File: config.mk
export PLATFORM = sky130hd
export DESIGN_NAME = lse_simd_unpacker
export DESIGN_NICKNAME = d
export VERILOG_FILES = /design/src/rtl/lse_simd_unpacker.sv
export SDC_FILE = /design/constraint.sdc
export NUM_CORES = 1
export LEC_CHECK = 0
export CORE_ASPECT_RATIO = 0.9
export CORE_MARGIN = 4
export CORE_UTILIZATION = 30
export DETAILED_ROUTE_END_ITERATION = 12
export PLACE_DENSITY = 0.56
export RECOVER_POWER = 50
export SLEW_MARGIN = 25
export SYNTH_ARGS = -nofsm -noshare
export SYNTH_HDL_FRONTEND = slang
export SYNTH_SLANG_ARGS = --single-unit
export TNS_END_PERCENT = 5
File: constraint.sdc
create_clock -name clk -period 5.62 [get_ports clk]
set_input_delay 0.562 -clock clk [delete_from_list [all_inputs] [get_ports clk]]
set_output_delay 0.562 -clock clk [all_outputs]
set_load 0.02 [all_outputs]
File: src/rtl/lse_simd_unpacker.sv
// Buffers packed SIMD LSE results with their mode and drains them one
// zero-extended lane per handshake, LSB lane first.
module lse_simd_unpacker #(
  parameter int DATA_WIDTH = 24,
  parameter int FIFO_DEPTH = 4
) (
  input  logic                          clk,
  input  logic                          rst,
  input  logic                          in_valid,
  input  logic [DATA_WIDTH-1:0]         in_data,
  input  logic [1:0]                    in_simd_mode,
  output logic                          out_valid,
  input  logic                          out_ready,
  output logic [DATA_WIDTH-1:0]         out_data,
  output logic [1:0]                    out_lane,
  output logic                          out_last,
  output logic [1:0]                    out_mode,
  output logic [$clog2(FIFO_DEPTH):0]   fifo_count,
  input  logic                          clear,
  output logic                          overflow,
  output logic                          mode_err
);

  localparam int PW = $clog2(FIFO_DEPTH);
  localparam int CW = PW + 1;

  logic [DATA_WIDTH-1:0] dataMem_q [FIFO_DEPTH];
  logic [1:0]            modeMem_q [FIFO_DEPTH];

  logic [PW-1:0] wrPtr_q, wrPtr_d;
  logic [PW-1:0] rdPtr_q, rdPtr_d;
  logic [CW-1:0] count_q, count_d;
  logic [1:0]    lane_q, lane_d;
  logic          overflow_q, overflow_d;
  logic          modeErr_q, modeErr_d;

  logic [DATA_WIDTH-1:0] headData;
  logic [1:0]            headMode;
  logic [1:0]            lastLane;
  logic                  pop;
  logic                  entryPop;
  logic                  push;

  // An empty FIFO reads as mode 00 so out_last is 1 and out_data is 0.
  assign headData = out_valid ? dataMem_q[rdPtr_q] : '0;
  assign headMode = out_valid ? modeMem_q[rdPtr_q] : 2'b00;

  always_comb begin
    lastLane = 2'd0;
    case (headMode)
      2'b01:   lastLane = 2'd1;
      2'b10:   lastLane = 2'd3;
      default: lastLane = 2'd0;
    endcase
  end

  always_comb begin
    out_data = headData;
    case (headMode)
      2'b01: begin
        if (lane_q[0]) out_data = {{(DATA_WIDTH-12){1'b0}}, headData[23:12]};
        else           out_data = {{(DATA_WIDTH-12){1'b0}}, headData[11:0]};
      end
      2'b10: begin
        case (lane_q)
          2'd0:    out_data = {{(DATA_WIDTH-6){1'b0}}, headData[5:0]};
          2'd1:    out_data = {{(DATA_WIDTH-6){1'b0}}, headData[11:6]};
          2'd2:    out_data = {{(DATA_WIDTH-6){1'b0}}, headData[17:12]};
          default: out_data = {{(DATA_WIDTH-6){1'b0}}, headData[23:18]};
        endcase
      end
      default: out_data = headData;
    endcase
  end

  assign out_valid  = (count_q != '0);
  assign out_last   = (lane_q == lastLane);
  assign out_lane   = lane_q;
  assign out_mode   = headMode;
  assign fifo_count = count_q;
  assign overflow   = overflow_q;
  assign mode_err   = modeErr_q;

  // A full FIFO still accepts a word when its head entry frees in the same cycle.
  assign pop      = out_valid && out_ready;
  assign entryPop = pop && out_last;
  assign push     = in_valid && ((count_q < CW'(FIFO_DEPTH)) || entryPop);

  always_comb begin
    wrPtr_d    = wrPtr_q + PW'(push);
    rdPtr_d    = rdPtr_q + PW'(entryPop);
    count_d    = count_q + CW'(push) - CW'(entryPop);
    lane_d     = lane_q;
    if (pop) lane_d = entryPop ? 2'd0 : lane_q + 2'd1;
    overflow_d = (in_valid && !push) || (overflow_q && !clear);
    modeErr_d  = (in_valid && (in_simd_mode == 2'b11)) || (modeErr_q && !clear);
  end

  always_ff @(posedge clk or negedge rst) begin
    if (!rst) begin
      wrPtr_q    <= '0;
      rdPtr_q    <= '0;
      count_q    <= '0;
      lane_q     <= 2'd0;
      overflow_q <= 1'b0;
      modeErr_q  <= 1'b0;
    end else begin
      wrPtr_q    <= wrPtr_d;
      rdPtr_q    <= rdPtr_d;
      count_q    <= count_d;
      lane_q     <= lane_d;
      overflow_q <= overflow_d;
      modeErr_q  <= modeErr_d;
    end
  end

  // Reserved mode 11 is stored as 00 so it drains as a single full-width lane.
  always_ff @(posedge clk) begin
    if (push) begin
      dataMem_q[wrPtr_q] <= in_data;
      modeMem_q[wrPtr_q] <= (in_simd_mode == 2'b11) ? 2'b00 : in_simd_mode;
    end
  end

endmodule
### After elaboration in Yosys (flattened, before gate mapping)

Memories as Yosys holds them, arrays and structs flattened.
Cells that the tools add are included.

* register bits after elaboration: 11
* RAM bits: 104
* input port bits: 31
* logic and storage cells: 44
* memories kept: 2

* add/sub/neg operators: 5
* order comparisons: 1
* equal/unequal tests: 6
* multiplexer cells: 10
* reduce and logical (&&, ||, !) cells: 14

Memory list
* dataMem_q: words 4, bits a word 24, read ports 1, clocked after memory_dff 0, write ports 1, RTL line 27 `logic [DATA_WIDTH-1:0] dataMem_q [FIFO_DEPTH];`
* modeMem_q: words 4, bits a word 2, read ports 1, clocked after memory_dff 0, write ports 1, RTL line 28 `logic [1:0] modeMem_q [FIFO_DEPTH];`

Operator list (count)
* $pmux W24 S2: 1
* $mux W24: 1
* $pmux W6 S3: 1
* $mux W12: 1
* $logic_and A1 B1 Y1: 7
* $eq A2 B2 Y1 const B: 3
* $mux W2: 3
* $add A2 B1 Y2: 2
* $eq A2 B1 Y1 const B: 2
* $pmux W2 S2: 1
* $add A3 B1 Y3: 1
* $logic_or A1 B1 Y1: 3
* $lt A3 B3 Y1 const B: 1
* $reduce_bool A3 Y1: 1
* $sub A3 B1 Y3: 1
* $add A2 B1 Y2 const B: 1
* $eq A2 B2 Y1: 1
* $logic_not A1 Y1: 2
* $logic_not A2 Y1: 1
* $mux W1: 2

### Longest topological paths before layout

Gate-level depths: netlist (run 1).

* depth after elaboration: 11
* depth in mapped cells: 18
* depth with buffers taken out: 15

### Worst setup path after synthesis (run 1)

Ideal clock, no wire load.

* path kind: reg2reg
* from: register rdPtr_q[1]
* to: memory dataMem_q[0][0], enable pin
* arrival: 4268 ps
* slack: 910 ps
* stages on the path, launching flop included: 12
* buffers on the path: 3
* clock period less this slack: 4710 ps
* cells stage by stage: dfrtp_1 > buf_2 > buf_2 > mux2_2 > o21ai_0 > nor2_1 > ha_1 > clkbuf_1 > xnor2_1 > o31ai_1 > nand2_1 > nor3_1

* longest elaborated chain between the ends: 10

Ends and longest elaborated chain
* start, declared: RTL line 31 `logic [PW-1:0] rdPtr_q, rdPtr_d;`
* start signal, assigned: RTL line 109 `rdPtr_q <= rdPtr_d;`
* $mem_v2 Z4 W2 *
* $mux W2 *: RTL line 46 `assign headMode = out_valid ? modeMem_q[rdPtr_q] : 2'b00;`
* via out_mode[1]: RTL line 17 `output logic [1:0] out_mode,`
* $eq A2 B2 Y1 / $eq A2 B1 Y1 (equally long branches): RTL line 50 `case (headMode)`
* $pmux W2 S2 *: RTL line 50
* $eq A2 B2 Y1 *: RTL line 77 `assign out_last = (lane_q == lastLane);`
* $logic_and A1 B1 Y1 *: RTL line 86 `assign entryPop = pop && out_last;`
* $logic_or A1 B1 Y1 *: RTL line 87 `assign push = in_valid && ((count_q < CW'(FIFO_DEPTH)) || entryPop);`
* $logic_and A1 B1 Y1 *: RTL line 87
* $mux W1 *: RTL line 119 `if (push) begin`
* $mux W1 (not written as such) *: RTL line 120 `dataMem_q[wrPtr_q] <= in_data;`
* end, declared: RTL line 27

The timed path passes the listed nets; every way through them passes the cells marked *.

### Worst setup path in the final report (run 1)

* from: register rdPtr_q[0]
* to: output out_data[8]

* longest elaborated chain between the ends: 4

Ends and longest elaborated chain
* $mem_v2 Z4 W2 / $mem_v2 Z4 W24 (equally long branches)
* $mux W2 / $mux W24 (equally long branches): RTL line 46, 45
* $eq A2 B2 Y1 (tied with other cells): RTL line 59 `case (headMode)`
* $pmux W24 S2 *: RTL line 59
* end, declared: RTL line 14 `output logic [DATA_WIDTH-1:0] out_data,`

Every way passes the cells marked *; elsewhere a longest branch is shown, timed or not.

==> results of run 1 <==
==> per-stage QoR <==
stage	instances	util, %	hold WS (ns)	worst slack [ns]	cell area (um2)
after detailed placement	554	36.3	0.542	1.08	5880
after CTS	585	40.2	0.547	0.615	6500
final	585	40.2	0.538	0.617	6500
after global placement	554	36.3	0.520	1.16	5880
after global routing	585	40.2	0.576	0.235	6500
after floorplan	290	-	0.266	0.910	4970
==> logic make-up (layout without fill, tap and decap cells) <==
| logic type | after synthesis | count (layout) | share of synthesized area (%) |
|---|---|---|---|
| AOI/OAI and AO/OA | 55 | 55 | 8.38 |
| xor gates and xnor gates | 6 | 6 | 1.06 |
| adders and majority gates | 11 | 11 | 2.92 |
| buffers and inverters | 28 | 116 | 2.62 |
| DFF | 115 | 115 | 68.3 |
| muxes | 29 | 29 | 12.0 |
| and+or+nand+nor | 46 | 46 | 4.70 |
==> synthesized netlist by cell type <==
cell type and n:
nor2_1 10, o31a_1 1, xnor2_1 3, a21boi_0 1
o32ai_1 1, nor3_1 5, buf_6 3, fa_1 1
a221o_1 5, clkinv_1 1, inv_1 11, o31ai_1 1
o21a_1 6, mux4_1 1, mux2_2 3, a221oi_2 1
or2_2 2, mux2i_1 2, nor3_2 1, ha_1 10
nor2b_1 4, clkbuf_1 10, dfrtp_1 11, o21ai_0 4
edfxtp_1 104, a22oi_1 6, nand3_1 1, a32oi_1 5
buf_1 1, nand2_1 10, and3_1 12, o21ai_1 4
nand2b_1 1, a31oi_1 11, o22ai_1 1, buf_2 2
a22o_1 8, mux4_2 23, xor2_1 3
==> sequential cells by signal, indices dropped and copies added (netlist names) <==
register,count
rdPtr_q,2
wrPtr_q,2
out_lane,2
mode_err,1
dataMem_q,96
overflow,1
fifo_count,3
modeMem_q,8
==> layout by cell type (no fill, tap or decap), drive strengths merged, types with 6 or more instances in the layout <==
master,netlist,final
a22o,8,8
inv,11,11
clkbuf,10,20
edfxtp,104,104
nor2,10,10
o21ai,8,8
nor3,6,6
a31oi,11,11
ha,10,10
nand2,10,10
dlygate4sd3,0,36
dfrtp,11,11
mux4,24,24
buf,6,8
a22oi,6,6
o21a,6,6
and3,12,12
clkdlybuf4s50,0,29
==> area by class of cell <==
cell class	count	area, um2	area share (%)
repair buffers	73	711	10.9
clock inverters	11	185	2.85
inverters	12	45.0	0.693
multi-input cells	147	1470	22.6
flip-flops and latches	115	3400	52.3
well taps	207	259	3.98
clock buffers	20	437	6.72
==> layer usage <==
layer	GRT usage (%)	routed length, um
met5	0	11
met4	4.32	107
met1	17.7	5250
met2	21.3	5800
met3	5.06	846
==> worst max-delay path, cell delays in order, from the launching register on <==
cell and delay (ns):
dfrtp_1 0.59, buf_4 0.33, nand2_1 0.08, o21ai_0 0.10, or2_2 0.31, ha_1 0.60, nor2b_1 0.84, a22o_1 0.29
a22oi_1 0.07, nor2_1 0.18, clkdlybuf4s50_1 0.64
==> path summary, 6_finish.rpt <==
check                      slack (ns)        from  depth (start not counted)       endpoint
hold reg to reg                  0.54    mode_err                          2       mode_err
min in group asynchronous        0.60         rst                          1  fifo_count[1]
setup / recovery                 0.62  rdPtr_q[0]                         10    out_data[8]
setup reg to reg                 1.38  rdPtr_q[0]                         14  fifo_count[2]
hold / removal                   0.54    mode_err                          2       mode_err
max in group asynchronous        4.63         rst                          1     rdPtr_q[1]
==> summary.txt, run 1 <==
Drt
  • Final ANT Viol Nets: 0
  • Vias per cell: 5.05
  • TritonRoute pass-1 iters: 4
  • First DRT Iteration DRCs: 231
  • Drc violations: 0
  • Via count: 2957
  • Total Wirelength: 12.0 mm
  • Routed WL per cell: 20.5 um

Global routing
  • GRT Util Overall: 13.6%
  • First-pass GRT wire length: 18.2 mm
  • Grt ovf: 0
  • Number of global-route vias before repair: 2992
  • Initial antenna violation count: 1
  • Largest net degree at the start of global routing: 32

Yosys
  • Post-synthesis cell type count: 39
  • Top cells by area, synth: edfxtp_1 (63%), mux4_2 (10%), dfrtp_1 (5.5%)
  • Avg Synthesized Cell Area: 17.2 um2
  • Syn Nets: 332
  • Synthesized instance count: 290
  • Register bit count reported by yosys: 115
  • Synth top area share: 62.8%
  • Sequential area share after synthesis: 68.3%
  • Ys Warns: 0
  • Yosys top cell by area: edfxtp_1
  • Netlist Area Pre-Place: 0.00497 mm2

Layout
  • Antenna cells: 0
  • Fill count: 1483
  • Share of layout cells above drive strength 1: 18.0%
  • Final net count: 408
  • Synthesis-to-layout area growth: 30.7%

Timing
  • Period utilisation layout: 89.0%
  • Slew headroom: 38.9%
  • RSZ-0062 raised after global routing: no
  • Final Skew: 0.0143 ns
  • Min cycle time layout: 5.00 ns
  • Finish-stage setup viols: 0
  • Final number of max-transition violations: 0
  • Final Hold Viols: 0
  • FMAX: 200 MHz
  • Worst-Margin Slew: 0.915 ns
  • Setup_tns: 0 ns

Placed design
  • GP Congestion: 0.784
  • DP Wirelength: 8.01 mm
  • Count of input and output buffers: 65

Status
  • Status: finished, final reports clean

Setup path
  • Critical path required time: 5.06 ns
  • Critical Path Source Type: flop
  • Worst-path maximum fanout: 27
  • Worst Setup End Kind: output port
  • WS Path Type: reg2out
  • Crit path arrival time: 4.44 ns

CTS
  • Clock sink count: 115
  • Num CTS Buffers: 17
  • Clock Tree Root: clkbuf_16
  • TritonCTS clock tree: built
  • Post-CTS setup buffers: 0
  • Worst-skew pair later-pin latency: 0.41 ns
  • Hold Buf Count CTS: 0
  • CTS clk-pin slew, worst paths: 0.05 ns
  • CTS H-Tree Depth: 4
  • Max clock buf depth: 2
  • Resize count post-CTS: 0

Min path
  • Min-Delay Path Class: reg2reg

Floorplan
  • Initial Util: 30.7%
  • Width of the die: 144 um
  • Core footprint: 0.0162 mm2
  • I/O pin count: 66
  • Die area: 0.0187 mm2
  • Core Rows: 44
  • Die Y: 130 um

Flow run
  • Max-cap violations: 0
Power of run 1 is not shown: default switching activity piles up to over one toggle a cycle in this logic, so the estimate is an artifact.
==> run 2: changes to the inputs <==
Settings changed: SLEW_MARGIN 25 to default.
==> results of run 2 <==
Same layout as run 1: the final DEF is identical, and so are final timing and power.
Power of run 2 is left out for the same reason.
==> run 3: changes to the inputs <==
Settings changed: MAX_ROUTING_LAYER from default to met4.
==> run 3 against run 2 <==
Compared with the run above:
- first-iteration DRC count up 31%
- sequential share of layout area is essentially flat
- wire length shrank 0.80%
- critical endpoint is now out_data[2]
- critical path type unchanged
- utilization hardly changed
==> summary.txt, run 3 (synthesized netlist as in run 1, its figures left out) <==
Floorplan
  • Core Rows: 44 (unchanged)
  • Core footprint: 0.0162 mm2 (unchanged)
  • Width of the die: 144 um (unchanged)
  • Die area: 0.0187 mm2 (unchanged)
  • I/O pin count: 66 (unchanged)
  • Die Y: 130 um (unchanged)
  • Initial Util: 30.7% (unchanged)

Drt
  • TritonRoute pass-1 iters: 4 (unchanged)
  • Routed WL per cell: 20.3 um (-0.97%)
  • Via count: 2924 (-1.1%)
  • Vias per cell: 4.99 (-1.3%)
  • Final ANT Viol Nets: 0 (unchanged)
  • Drc violations: 0 (unchanged)
  • First DRT Iteration DRCs: 302 (+31%)
  • Total Wirelength: 11.9 mm (-0.80%)

Layout
  • Share of layout cells above drive strength 1: 18.0% (unchanged)
  • Fill count: 1484 (+0.067%)
  • Final net count: 408 (unchanged)
  • Max FFs per register: 96 (unchanged)
  • Largest Register: dataMem_q
  • Most frequent cells in the layout: edfxtp_1 (104), dlygate4sd3_1 (36), clkdlybuf4s50_1 (29)
  • Most common cell after layout, fill and taps aside: edfxtp_1
  • Synthesis-to-layout area growth: 30.7% (about the same)

Global routing
  • Grt ovf: 0 (unchanged)
  • First-pass GRT wire length: 18.2 mm (-0.15%)
  • GRT Util Overall: 14.0% (+0.37 points)
  • Largest net degree at the start of global routing: 32 (unchanged)
  • Initial antenna violation count: 1 (unchanged)
  • Number of global-route vias before repair: 2986 (-0.20%)

Timing
  • Worst-Margin Slew: 0.915 ns (+0.000660 ns)
  • Final number of max-transition violations: 0 (unchanged)
  • Final Skew: 0.0145 ns (+0.000157 ns)
  • RSZ-0062 raised after global routing: no
  • FMAX: 200 MHz (about the same)
  • Worst hold slack: 0.537 ns (-0.000869 ns)
  • Period utilisation layout: 89.1% (about the same)
  • Slew headroom: 38.9% (-0.044 points)
  • Setup_tns: 0 ns (unchanged)
  • Min cycle time layout: 5.01 ns (+0.00363 ns)
  • Finish-stage setup viols: 0 (unchanged)
  • Final Hold Viols: 0 (unchanged)

CTS
  • Post-CTS setup buffers: 0 (unchanged)
  • Hold Buf Count CTS: 0 (unchanged)
  • CTS H-Tree Depth: 4 (unchanged)
  • TritonCTS clock tree: built
  • Max clock buf depth: 2 (unchanged)
  • Num CTS Buffers: 17 (unchanged)
  • Clock sink count: 115 (unchanged)
  • CTS clk-pin slew, worst paths: 0.05 ns (about the same)
  • Worst-skew pair later-pin latency: 0.41 ns (about the same)
  • Resize count post-CTS: 0 (unchanged)
  • Clock Tree Root: clkbuf_16

Setup path
  • Worst Setup End Kind: output port
  • Crit path arrival time: 4.44 ns (about the same)
  • WS Path Type: reg2out
  • Critical-path cell list: buf_4 > nand2_1 > o21ai_0 > or2_2 > ha_1 > nor2b_1 > a31oi_1 > o21ai_1 > clkdlybuf4s50_1
  • Crit path max-delay family: simple AND/OR/NAND/NOR gates
  • Worst-path maximum fanout: 27 (unchanged)
  • Buf+Inv Stages, Crit Path: 2 (unchanged)
  • Critical path required time: 5.06 ns (about the same)
  • Max incr delay on CP: 0.84 ns (about the same)
  • CP max stage cell: nor2b_1
  • Critical Path Source Type: flop

Placed design
  • Count of input and output buffers: 65 (unchanged)
  • GP Congestion: 0.794 (+1.4%)
  • DP Wirelength: 8.01 mm (unchanged)

Min path
  • Min-Delay Path Class: reg2reg

Flow run
  • Max-cap violations: 0 (unchanged)

Status
  • Status: finished, final reports clean
-- run 3: metal layers --
| layer | up-vias | track usage (%) | part of all wire [%] |
|---|---|---|---|
| met4 | 0 | 4.49 | 1.1 |
| li1 | 1327 | - | - |
| met2 | 125 | 21.2 | 48 |
| met5 | - | - | 0 |
| met1 | 1462 | 17.9 | 44 |
| met3 | 10 | 4.51 | 6.7 |
-- run 3: area by class of cell --
class | count | area (um2) | share of cell area (%)
Sequential cell | 115 | 3400 | 52.3
Tap cell | 207 | 259 | 3.98
Antenna cell | 1 | 2.50 | 0.0385
Clock buffer | 20 | 437 | 6.71
Multi-Input combinational cell | 147 | 1470 | 22.5
Clock inverter | 11 | 185 | 2.85
Inverter | 12 | 45.0 | 0.693
Timing Repair Buffer | 73 | 711 | 10.9
-- run 3: final timing paths --
path	startpoint	to	slack, ns	cells past startpoint
min reg2reg	mode_err	mode_err	0.54	2
max reg2reg	rdPtr_q[0]	fifo_count[2]	1.38	14
max in group asynchronous	rst	rdPtr_q[1]	4.63	1
min in group asynchronous	rst	fifo_count[1]	0.60	1
min	mode_err	mode_err	0.54	2
max	rdPtr_q[0]	out_data[2]	0.61	9
-- run 3: stage by stage --
step	area [um2]	util [%]	instances	worst slack (ns)
after detailed placement	5880	36.3	554	1.08
after global routing	6500	40.2	586	0.247
final	6500	40.2	586	0.613
after CTS	6500	40.2	585	0.615
after global placement	5880	36.3	554	1.16
after floorplan	4970	-	290	0.910
-- run 3: worst register-to-register path: stages (launching register included) --
cell and delay, ns:
dfrtp_1 0.59, buf_4 0.33, nand2_1 0.08, o21ai_0 0.10, or2_2 0.31, ha_1 0.78, xnor2_1 0.27, nor3_1 0.48
ha_1 0.32, inv_1 0.05, ha_1 0.13, inv_1 0.04, fa_1 0.37, xnor2_1 0.14, xnor2_1 0.13
Power of run 3 is left out for the same reason.
